File: config.mk
export PLATFORM = sky130hd
export DESIGN_NAME = shared_resource_arbiter
export DESIGN_NICKNAME = d
export VERILOG_FILES = /design/src/rtl/shared_resource_arbiter.sv
export SDC_FILE = /design/constraint.sdc
export NUM_CORES = 1
export LEC_CHECK = 0
export BUFFER_PORTS_ARGS = -buffer_cell sky130_fd_sc_hd__clkbuf_2
export CORE_ASPECT_RATIO = 2
export CORE_MARGIN = 5
export CORE_UTILIZATION = 39
export DETAILED_ROUTE_END_ITERATION = 7
export PLACE_DENSITY = 0.79
export SLEW_MARGIN = 10
export SYNTH_ARGS = -nofsm -noshare
export SYNTH_HDL_FRONTEND = slang
export SYNTH_SLANG_ARGS = --single-unit
File: constraint.sdc
create_clock -name clk -period 2.3 [get_ports clk]
set_input_delay 0.23 -clock clk [delete_from_list [all_inputs] [get_ports clk]]
set_output_delay 0.23 -clock clk [all_outputs]
set_load 0.05 [all_outputs]
File: src/rtl/shared_resource_arbiter.sv
// shared_resource_arbiter
// Round-robin arbiter in front of one 32-bit execution resource. Each issue
// pushes the winner's index into a tag FIFO. In-order results pop that FIFO
// and are steered back to the issuing requester one cycle later.
module shared_resource_arbiter #(
  parameter int NUM_REQ      = 4,
  parameter int MAX_INFLIGHT = 4
) (
  input  logic                            clk,
  input  logic                            reset,
  input  logic [NUM_REQ-1:0]              req,
  input  logic [NUM_REQ*32-1:0]           req_data,
  output logic [NUM_REQ-1:0]              grant,
  output logic                            res_in_valid,
  output logic [31:0]                     res_in_data,
  input  logic                            res_in_ready,
  input  logic                            res_out_valid,
  input  logic [31:0]                     res_out_data,
  output logic [NUM_REQ-1:0]              rsp_valid,
  output logic [31:0]                     rsp_data,
  output logic [$clog2(MAX_INFLIGHT):0]   inflight,
  output logic                            err_orphan
);

  localparam int IW = $clog2(NUM_REQ);
  localparam int PW = $clog2(MAX_INFLIGHT);
  localparam int CW = PW + 1;

  logic [IW-1:0]      rr_ptr_q, rr_ptr_d;
  logic [IW-1:0]      tag_q [MAX_INFLIGHT];
  logic [PW-1:0]      rd_ptr_q, rd_ptr_d;
  logic [PW-1:0]      wr_ptr_q, wr_ptr_d;
  logic [CW-1:0]      count_q, count_d;
  logic [NUM_REQ-1:0] rsp_valid_q, rsp_valid_d;
  logic [31:0]        rsp_data_q, rsp_data_d;
  logic               err_q, err_d;

  logic               eligible;
  logic               found;
  logic [IW-1:0]      win;
  logic               push;
  logic               pop;

  // Round-robin selection starting at rr_ptr; eligibility uses the registered
  // count only, so a same-cycle pop never opens a slot for a grant.
  always_comb begin
    int unsigned idx;
    logic [IW-1:0] cand;
    idx      = 0;
    cand     = '0;
    found    = 1'b0;
    win      = '0;
    eligible = res_in_ready && (count_q < CW'(MAX_INFLIGHT));
    for (int unsigned k = 0; k < NUM_REQ; k++) begin
      idx  = (32'(rr_ptr_q) + k) % 32'(NUM_REQ);
      cand = IW'(idx);
      if (eligible && !found && req[cand]) begin
        found = 1'b1;
        win   = cand;
      end
    end
    grant = '0;
    if (found) grant[win] = 1'b1;
    res_in_valid = found;
    res_in_data  = found ? req_data[32*win +: 32] : '0;
  end

  // Next-state for pointer, FIFO bookkeeping, response registers and error flag.
  always_comb begin
    push = found;
    pop  = res_out_valid && (count_q != '0);

    rr_ptr_d = rr_ptr_q;
    if (push) rr_ptr_d = (win == IW'(NUM_REQ - 1)) ? '0 : win + 1'b1;

    wr_ptr_d = push ? wr_ptr_q + 1'b1 : wr_ptr_q;
    rd_ptr_d = pop  ? rd_ptr_q + 1'b1 : rd_ptr_q;
    count_d  = count_q + CW'(push) - CW'(pop);

    rsp_valid_d = '0;
    rsp_data_d  = rsp_data_q;
    if (pop) begin
      rsp_valid_d[tag_q[rd_ptr_q]] = 1'b1;
      rsp_data_d                   = res_out_data;
    end

    err_d = err_q | (res_out_valid && (count_q == '0));
  end

  // Control and response state with asynchronous reset.
  always_ff @(posedge clk or posedge reset) begin
    if (reset) begin
      rr_ptr_q    <= '0;
      rd_ptr_q    <= '0;
      wr_ptr_q    <= '0;
      count_q     <= '0;
      rsp_valid_q <= '0;
      rsp_data_q  <= '0;
      err_q       <= 1'b0;
    end else begin
      rr_ptr_q    <= rr_ptr_d;
      rd_ptr_q    <= rd_ptr_d;
      wr_ptr_q    <= wr_ptr_d;
      count_q     <= count_d;
      rsp_valid_q <= rsp_valid_d;
      rsp_data_q  <= rsp_data_d;
      err_q       <= err_d;
    end
  end

  // Tag storage; contents are only meaningful below count, so no reset needed.
  always_ff @(posedge clk) begin
    if (push) tag_q[wr_ptr_q] <= win;
  end

  assign rsp_valid  = rsp_valid_q;
  assign rsp_data   = rsp_data_q;
  assign inflight   = count_q;
  assign err_orphan = err_q;

endmodule

# Yosys cells after proc, flatten, opt, wreduce, memory -nomap -nowiden
# Memories as Yosys holds them, arrays and structs flattened.
# Index checks and enable logic that the tools add are counted.
[word_totals] register_bits=46 latch_bits=0 ramBits=8 n_memories=1 rom_bits=0 input_bits=168
[classes] mul=0 n_bitwise=1 n_reduce_logical=17 n_mux=26 addsub=8 n_shift=1 eq_ne=1 n_lt_le_gt_ge=9 div_mod_pow=0
[memory_table] memory="tag_q" words=4 width=2 read_ports=1 rd_clocked_by_memory_dff=0 wr=1 line="30" text="logic [IW-1:0] tag_q [MAX_INFLIGHT];"
[ops] cell="indexed part select 128 x 8 -> 32 bit" count=1
[ops] cell="2-to-1 mux 32 bit" count=1
[ops] cell="< comparator 2 x 3 -> 1 bit, second input constant" count=6
[ops] cell="logical AND 1 bit" count=12
[ops] cell="2-to-1 mux 1 bit" count=12
[ops] cell="2-to-1 mux 2 bit" count=5
[ops] cell="adder 2 x 1 -> 2 bit, second input constant" count=4
[ops] cell="binary-select mux 1 bit (select 2 bit)" count=4
[ops] cell="2-to-1 mux 4 bit" count=2
[ops] cell="adder 2 bit, second input constant" count=2
[ops] cell="demux 1 bit (select 2 bit)" count=2
[ops] cell="greater-or-equal comparator 2 x 1 -> 1 bit, second input constant" count=2
[ops] cell="adder 3 x 1 -> 3 bit" count=1
[ops] cell="logical NOT 1 bit" count=3
[ops] cell="logical NOT 3 bit" count=1
[ops] cell="< comparator 3 bit, second input constant" count=1
[ops] cell="nonzero test 3 bit" count=1
[ops] cell="subtractor 3 x 1 -> 3 bit" count=1
[ops] cell="== test 2 bit, second input constant" count=1
[ops] cell="OR 1 bit" count=1

# Longest topological paths before layout
# Gate-level depths: netlist of run 1.
[logic_depth] ltp_word=21 mapped_depth=11 mapped_depth_nobuf=9

# Worst setup path before layout of run 1
# No wires, ideal clock.
[synth_timing] path_type="register -> register" startpoint="reg count_q[0], in the netlist inflight[0]" endpoint="reg count_q[2], in the netlist inflight[2]" n_path_buf=2 stages_incl_launch_ff=12 setup_ns=0.124 required_time_ns=2.176 slack_ns=-0.490 arrival_time_ns=2.666 path_cell_list="dfrtp_1 nor3_1 nand2b_1 clkbuf_1 inv_2 clkbuf_1 ha_1 inv_1 ha_1 fa_1 xnor2_1 xnor2_1"
[synth_between] word_cells_on_any_way=20
[synth_lines] element="from (decl)" line="33" text="logic [CW-1:0] count_q, count_d;"
[synth_lines] element="from (signal assigned)" line="104" text="count_q <= count_d;"
[synth_lines] element="nonzero test 3 bit" line="71" text="pop = res_out_valid && (count_q != '0);"
[synth_lines] element="logical AND 1 bit" line="71"
[synth_lines] element="via pop" line="42" text="logic pop;"
[synth_lines] element="subtractor 3 x 1 -> 3 bit" line="78" text="count_d = count_q + CW'(push) - CW'(pop);"
[synth_lines] element="via count_d[2]" line="33"
# The timed path passes the listed nets, and every way through them passes these cells.
# A chain may end at the register's enable or synchronous reset.

# Final worst setup path of run 1
[layout_timing] startpoint="reg rr_ptr_q[1]" endpoint="out res_in_data[5]"
[layout_between] elab_chain_len=18 word_cells_on_any_way=31
[layout_rtl] element="from (decl)" line="29" text="logic [IW-1:0] rr_ptr_q, rr_ptr_d;"
[layout_rtl] element="from (signal assigned)" line="101" text="rr_ptr_q <= rr_ptr_d;"
[layout_rtl] element="binary-select mux 1 bit (select 2 bit)" line="57" text="if (eligible && !found && req[cand]) begin"
[layout_rtl] element="2-to-1 mux 1 bit (implied by the code)" line="57"
[layout_rtl] element="logical AND 1 bit" line="57"
[layout_rtl] element="2-to-1 mux 1 bit" line="57"
[layout_rtl] element="logical NOT 1 bit" line="57"
[layout_rtl] element="logical AND 1 bit (2 in a row)" line="57"
[layout_rtl] element="2-to-1 mux 1 bit" line="57"
[layout_rtl] element="logical NOT 1 bit" line="57"
[layout_rtl] element="logical AND 1 bit (2 in a row)" line="57"
[layout_rtl] element="2-to-1 mux 1 bit" line="57"
[layout_rtl] element="logical NOT 1 bit" line="57"
[layout_rtl] element="logical AND 1 bit (2 in a row)" line="57"
[layout_rtl] element="2-to-1 mux 2 bit" line="57"
[layout_rtl] element="indexed part select 128 x 8 -> 32 bit" line="65" text="res_in_data = found ? req_data[32*win +: 32] : '0;"
[layout_rtl] element="2-to-1 mux 32 bit (*)" line="65"
[layout_rtl] element="to (decl)" line="15" text="output logic [31:0] res_in_data,"
# Mark *: on every way between the ends. The rest lies on a longest branch, timed or not. The select of a mux whose other input is x is not followed.

==> flow_summary.yaml, run 1 <==
outcome:
  status: "finished, violations left"
  violations: "setup timing"
cts:
  htreeDepth: 2
  clk_pin_slew_ps: 70
  cts_buffers: 5
  cts_tree: "built"
  numClockSinks: 54
  clkLatencyLatePin_ps: 290
  cts_root_buf: "clkbuf_16"
  cts_buffer_depth: 2
pwr:
  p_clk_share_pct: 11.1
  switchingPower_w: 0.003763
  peakVddDrop_uv: 773.6
  power.density_nw_per_um2: 1230
  p_int_w: 0.003892
  swShare_pct: 49.16
  power_frac_comb_pct: 69.2
  p_leak_nw: 3.067
  seq_power_share_pct: 19.7
synthesis:
  synthFlopType: "dfrtp_1"
  yosys.area.top_type_share_pct: 31.44
  syn_nets: 599
  ys_top_cells_by_count: "102 x nand2_1, 64 x mux2i_1, 46 x dfrtp_1"
  syn-cell-area_um2: 3661
  synth_area_leaders: "dfrtp_1 31%, mux2i_1 17%, nand2_1 10%, edfxtp_1 6.6%, a31oi_1 5.5%"
  ys_seq_elements: 54
  avgSynthCellArea_um2: 8.717
  yosysSeqAreaShare_pct: 38.00
  synth-edff-count: 8
  synthArstFlopShare_pct: 85.19
  ys_types: 34
  synth_top_area_cell: "dfrtp_1"
  syn_inst: 420
  yosysWarnings: 0
  post-synth-top-count-cell: "nand2_1"
critical_path:
  crit_buf_inv: 4
  crit_path_cell_trace: "buf_4 > nand2_2 > nor2_2 > o311ai_4 > buf_6 > buf_12 > mux2i_1 > buf_12"
  crit_path_frequent_cell: "buf_12"
  critPathTopFamily: "buffers and inverters"
  path_class: "flip-flop to output port"
  cp_max_fo: 8
  crit_arrival_ps: 2200
  rrSetupSlack_ps: 140
  cpPeakStageDelay_ps: 430
  crit_slowest_cell: "dfrtp_2"
  cp-start-kind: "flip-flop"
  worstPathRequired_ps: 2070
  endpoint_kind: "output port"
global_route:
  grt_max_degree: 41
  grt_overflow_total: 0
  grtUsageTotal_pct: 23.17
  grt_pass1_wl_mm: 21.21
  antenna_found_initial: 0
  grt_pass1_vias: 4395
floorplanning:
  initial_core_util_pct: 39.54
  core_area_um2: 9259
  rows: 50
  fp.dieH_um: 147.0
  die_area_um2: 11540
  ios: 245
  die_x_um: 78.51
sta:
  worstMarginPinSlew_ps: 349.1
  relSlewSlack_pct: 76.06
  layout_min_cycle_time_ps: 2432
  fin_skew_ps: 5.387
  fmax_mhz: 411.2
  worst_hold_slack_ps: 130.8
  hold_viol: 0
  slew_viol_final: 0
  setup_violations: 34
  fin_tns_setup_ps: -2313
  rsz0062_at_grt: "true"
  post-route-period-util_pct: 105.7
  worst_slack_ps: -132.1
layout:
  stdcell_count: 768
  drive_gt1_share_pct: 51.96
  synthToLayoutAreaGrowth_pct: 69.96
  antenna_cells: 0
  fillCellCount: 672
  fin_nets: 842
  final_util_pct: 67.20
place:
  gp_congestion: 0.8429
  dpl.hpwl_mm: 10.47
  placed_cells: 745
  dp_slack_ps: -21.06
  portBuffers: 244
flow_run:
  drv_cap: 0
routing:
  wl_per_cell_um: 18.53
  drc: 0
  routed_via_density: 5.466
  wl_mm: 14.23
  drt.antenna.violating_nets: 0
  drt_iter0_drc: 156
  wl_met1_mm: 4.855
  firstDrtPassIters: 4
  highest_layer: "met4"
  route.met2.wl_mm: 7.448
  vias: 4198
  met3_length_mm: 1.300
hold_path:
  hp-class: "primary input to flip-flop"
## timing repair
action	in CTS	in global routing
endpoints found under the setup margin	36	36
gates resized for setup	51	30
gates cloned	3	3
hold buffers	1	0
setup buffers	9	0
hold endpoints to repair	11	0
pin swaps	3	1
## power groups by stage
stage	registers (W)	clock network, W	logic (W)
3_5_place_dp	0.00154	0	0.00466
3_3_place_gp	0.00151	0	0.00456
2_1_floorplan	0.00234	0	0.00222
6_report	0.00151	0.000850	0.00530
5_1_grt	0.00155	0.000912	0.00555
4_1_cts	0.00150	0.000875	0.00506
## registers in the layout (all words and copies together) (netlist names)
name and count:
rsp_data 32, tag_q 8, rsp_valid 4, inflight 3
rd_ptr_q 2, rr_ptr_q 2, wr_ptr_q 2, err_orphan 1
## metal layers
layer  global-route usage (%)  vias to the layer above
met5                        0                        -
met4                    12.00                        0
met2                    41.44                      278
met3                    5.951                       52
met1                    24.34                     1913
li1                         -                     1955
## final cells by class
cell class | count | area (um2) | area share (%)
Multi-Input combinational cell | 316 | 2349 | 37.74
Timing Repair Buffer | 275 | 2136 | 34.33
Sequential cell | 54 | 1398 | 22.46
Tap cell | 104 | 130.1 | 2.091
Clock buffer | 5 | 125.1 | 2.011
Clock inverter | 3 | 43.79 | 0.7038
Inverter | 11 | 41.29 | 0.6636
## worst paths after layout
check / endpoint / start / cells after the start
min reg2reg: rsp_data[3]$_DFFE_PP0P_ / rsp_data[3]$_DFFE_PP0P_ / 2
max in group asynchronous: rr_ptr_q[1]$_DFFE_PP0N_ / reset / 4
max reg2reg: inflight[2]$_DFF_PP0_ / inflight[2]$_DFF_PP0_ / 10
min in group asynchronous: inflight[1]$_DFF_PP0_ / reset / 3
min: rsp_data[26]$_DFFE_PP0P_ / res_out_data[26] / 3
max: res_in_data[5] / rr_ptr_q[1]$_DFFE_PP0N_ / 8
## placed cells by master (no fill, tap or decap), types with 6 or more instances in the layout
cell	instances
and3_1	6
nand3_1	32
a31oi_1	31
clkbuf_16	9
mux2i_4	13
buf_12	30
mux2i_1	27
nand2_1	100
dfrtp_1	41
mux2i_2	24
buf_4	15
buf_6	6
edfxtp_1	8
clkbuf_2	209
ha_1	10
nor3_1	33
inv_1	8
## cell families after synthesis
kind of cell | after synthesis | synth area share (%)
XOR/XNOR | 5 | 1.196
AND/OR/NAND/NOR | 192 | 23.51
multiplexers | 67 | 19.04
adder cells (fa/ha/maj) | 11 | 3.964
flip-flops | 54 | 38.00
AO/OA/AOI/OAI | 41 | 7.246
buffers and inverters | 50 | 7.040
## through the flow
step	instance area (um2)	total power, W
global placement	5483	0.006073
finish	6222	0.007656
detailed placement	5483	0.006202
global route	6222	0.008008
floorplan	3719	0.004558
CTS	6008	0.007440
## worst reg2reg max path, stage by stage (launching register included)
cell and delay, ps:
dfrtp_2 430, buf_4 160, nor3_2 120, nand2b_1 160, inv_2 50, ha_1 260
inv_1 40, ha_1 190, fa_1 370, xnor2_1 180, xnor2_1 140
Note: power is estimated with default switching activity, not from simulation.
==> run 2, diff against run 1 <==
- ABC_AREA: default -> 1
- CORE_ASPECT_RATIO: 2 -> 0.75
- CORE_UTILIZATION: 39 -> 41
- GPL_ROUTABILITY_DRIVEN: default -> 1
- PLACE_DENSITY: 0.79 -> 0.78
==> run 2 against run 1 <==
The run still ends with setup timing left. Cell area up 24%. Count of clock-buffer cells in the layout increased by 1. Sequential share of layout area down 4.4 points. Non-clock buffer count up 27. Worst hold slack lost 65 ps. Clock skew is 1.7 ps lower. Utilization rose by 4.5 points. Critical path depth is 7 higher. Sequential power grew 4%. Via count rose by 35%. Die area up 13%.
==> flow_summary.yaml, run 2 <==
flow_run:
  drv_cap: 0
critical_path:
  cp-start-kind: "flip-flop"
  cp_max_fo: 8
  crit_arrival_ps: 2490
  reg2regPathDepth: 13
  crit_path_cell_trace: "buf_12 > nand2_1 > nand2_4 > nand2_4 > nand2_4 > buf_6 > nand4_4 > inv_2 > nand2_2 > nand3_4 > nand2_8 > clkbuf_16 > nand3_2 > a21oi_2 > buf_8"
  crit_slowest_cell: "dfrtp_2"
  crit_buf_inv: 5
  path_depth: 15
  path_class: "flip-flop to output port"
  crit_path_frequent_cell: "nand2_4"
  critPathTopFamily: "simple AND/OR/NAND/NOR gates"
  endpoint_kind: "output port"
  worstPathRequired_ps: 2070
  cpPeakStageDelay_ps: 460
synthesis:
  synth-edff-count: 8
  synthFlopType: "dfrtp_1"
  yosysWarnings: 0
  synthArstFlopShare_pct: 85.19
  ys_types: 31
  synth_top_area_cell: "dfrtp_1"
  ys_top_cells_by_count: "203 x nand3_1, 158 x inv_1, 153 x nand2_1"
  syn_inst: 700
  ys_seq_elements: 54
  post-synth-top-count-cell: "nand3_1"
  yosys.area.top_type_share_pct: 25.84
  syn-cell-area_um2: 4456
  yosysSeqAreaShare_pct: 31.23
  syn_nets: 879
  synth_area_leaders: "dfrtp_1 26%, nand3_1 23%, inv_1 13%, nand2_1 13%, edfxtp_1 5.4%"
  avgSynthCellArea_um2: 6.365
sta:
  worstMarginPinSlew_ps: 578.8
  post-route-period-util_pct: 118.1
  hold_viol: 0
  fin_tns_setup_ps: -13990
  slew_viol_final: 0
  fmax_mhz: 368.1
  setup_violations: 38
  fin_skew_ps: 3.722
  worst_slack_ps: -417.0
  rsz0062_at_grt: "true"
  relSlewSlack_pct: 61.41
  layout_min_cycle_time_ps: 2717
floorplanning:
  fp.dieH_um: 100.3
  rows: 33
  die_x_um: 130.4
  ios: 245
  initial_core_util_pct: 41.34
  die_area_um2: 13070
  core_area_um2: 10780
cts:
  cts_buffer_depth: 2
  clk_pin_slew_ps: 60
  htreeDepth: 2
  ctsHoldBuffers: 0
  clkLatencyLatePin_ps: 280
  cts_buffers: 5
  cts_root_buf: "clkbuf_16"
  numClockSinks: 54
  cts_tree: "built"
global_route:
  grt_overflow_total: 0
  grtUsageTotal_pct: 22.29
  grt_max_degree: 54
  grt_pass1_wl_mm: 24.12
  antenna_found_initial: 0
  grt_pass1_vias: 5070
pwr:
  peakVddDrop_uv: 950.8
  finalPower_w: 0.01330
  power.density_nw_per_um2: 1721
  p_leak_nw: 4.405
outcome:
  status: "finished, violations left"
  violations: "setup timing"
routing:
  drc: 0
  drt_iter0_drc: 399
  wl_per_cell_um: 15.74
  routed_via_density: 5.143
  drt.antenna.violating_nets: 0
  wl_mm: 17.39
  vias: 5683
  firstDrtPassIters: 5
layout:
  final_cell_mix: "207 x clkbuf_2, 150 x inv_1, 144 x nand3_1"
  antenna_cells: 0
  final_area_um2: 7729
  largest_reg_flops: 32
  stdcell_count: 1105
  fin_nets: 1143
  layout_commonest_cell: "clkbuf_2"
  drive_gt1_share_pct: 48.29
  final_util_pct: 71.72
  fillCellCount: 779
  synthToLayoutAreaGrowth_pct: 73.46
place:
  dpl.hpwl_mm: 10.71
  place_area_um2: 6337
  gp_congestion: 0.8939
  placed_cells: 1072
  portBuffers: 244
hold_path:
  hp-class: "primary input to async pin"
==> run 2: per-stage QoR <==
step / setup slack [ps] / hold WS (ps)
floorplan: -50.81 / 339.6
global placement: -90.89 / 393.9
detailed placement: -120.7 / 400.3
CTS: -357.3 / 86.06
global route: -497.5 / 136.5
finish: -417.0 / 65.95
==> run 2: timing repair <==
item | CTS | global route
resized for setup | 87 | 120
endpoints found under the setup margin | 38 | 38
cloned | 2 | 8
buffers inserted | 8 | 9
pin swaps | 17 | 46
==> run 2: power breakdown <==
part           internal [W]  switching [W]  leakage (nW)  total, W
clock network      0.000404       0.000320        0.0708  0.000724
registers           0.00135       0.000220         0.630   0.00157
logic               0.00426        0.00676          3.70    0.0110
==> run 2: final cells by class <==
cell class / count / area (um2) / area share, %
Multi-Input combinational cell: 438 / 2959 / 38.29
Timing Repair Buffer: 302 / 2421 / 31.33
Sequential cell: 54 / 1398 / 18.08
Inverter: 163 / 633.1 / 8.192
Tap cell: 140 / 175.2 / 2.266
Clock buffer: 6 / 128.9 / 1.667
Clock inverter: 2 / 13.76 / 0.1781
==> run 2: logic make-up (layout without fill, tap and decap cells) <==
logic type	count (synthesis)	count (layout)	share of synthesized area, %
compound gates	40	40	4.774
xor+xnor	4	4	0.7864
fa+ha+maj	11	11	3.258
buf+inv	208	473	20.16
flops	54	54	31.23
simple gates	383	383	39.79
==> run 2: worst paths after layout <==
kind / startpoint / endpoint / slack (ps)
setup / recovery: rr_ptr_q[0]$_DFFE_PP0N_ / res_in_data[17] / -420
hold / removal: reset / rsp_data[14]$_DFFE_PP0P_ / 70
setup reg to reg: rr_ptr_q[0]$_DFFE_PP0N_ / inflight[2]$_DFF_PP0_ / -70
hold reg to reg: rsp_data[15]$_DFFE_PP0P_ / rsp_data[15]$_DFFE_PP0P_ / 480
max in group asynchronous: reset / rr_ptr_q[1]$_DFFE_PP0N_ / 1810
min in group clk: res_out_data[15] / rsp_data[15]$_DFFE_PP0P_ / 130
==> run 2: worst reg2reg max path, cell delays in order (launching register included) <==
cell and delay (ps):
dfrtp_2 460, buf_12 160, nand2_1 110, nand2_4 80
nand2_4 60, nand2_4 80, buf_6 130, nand4_4 120
buf_4 140, nand3_4 110, ha_4 180, fa_2 350
xnor2_2 140, xor2_1 140
==> run 2: metal layers <==
metal / part of all wire [%] / global-route usage, % / up-vias
met5: 0 / 0 / -
met4: 3.2 / 5.375 / 0
met1: 39 / 29.23 / 2623
met3: 8.1 / 3.404 / 60
met2: 50 / 38.69 / 291
li1: - / - / 2709
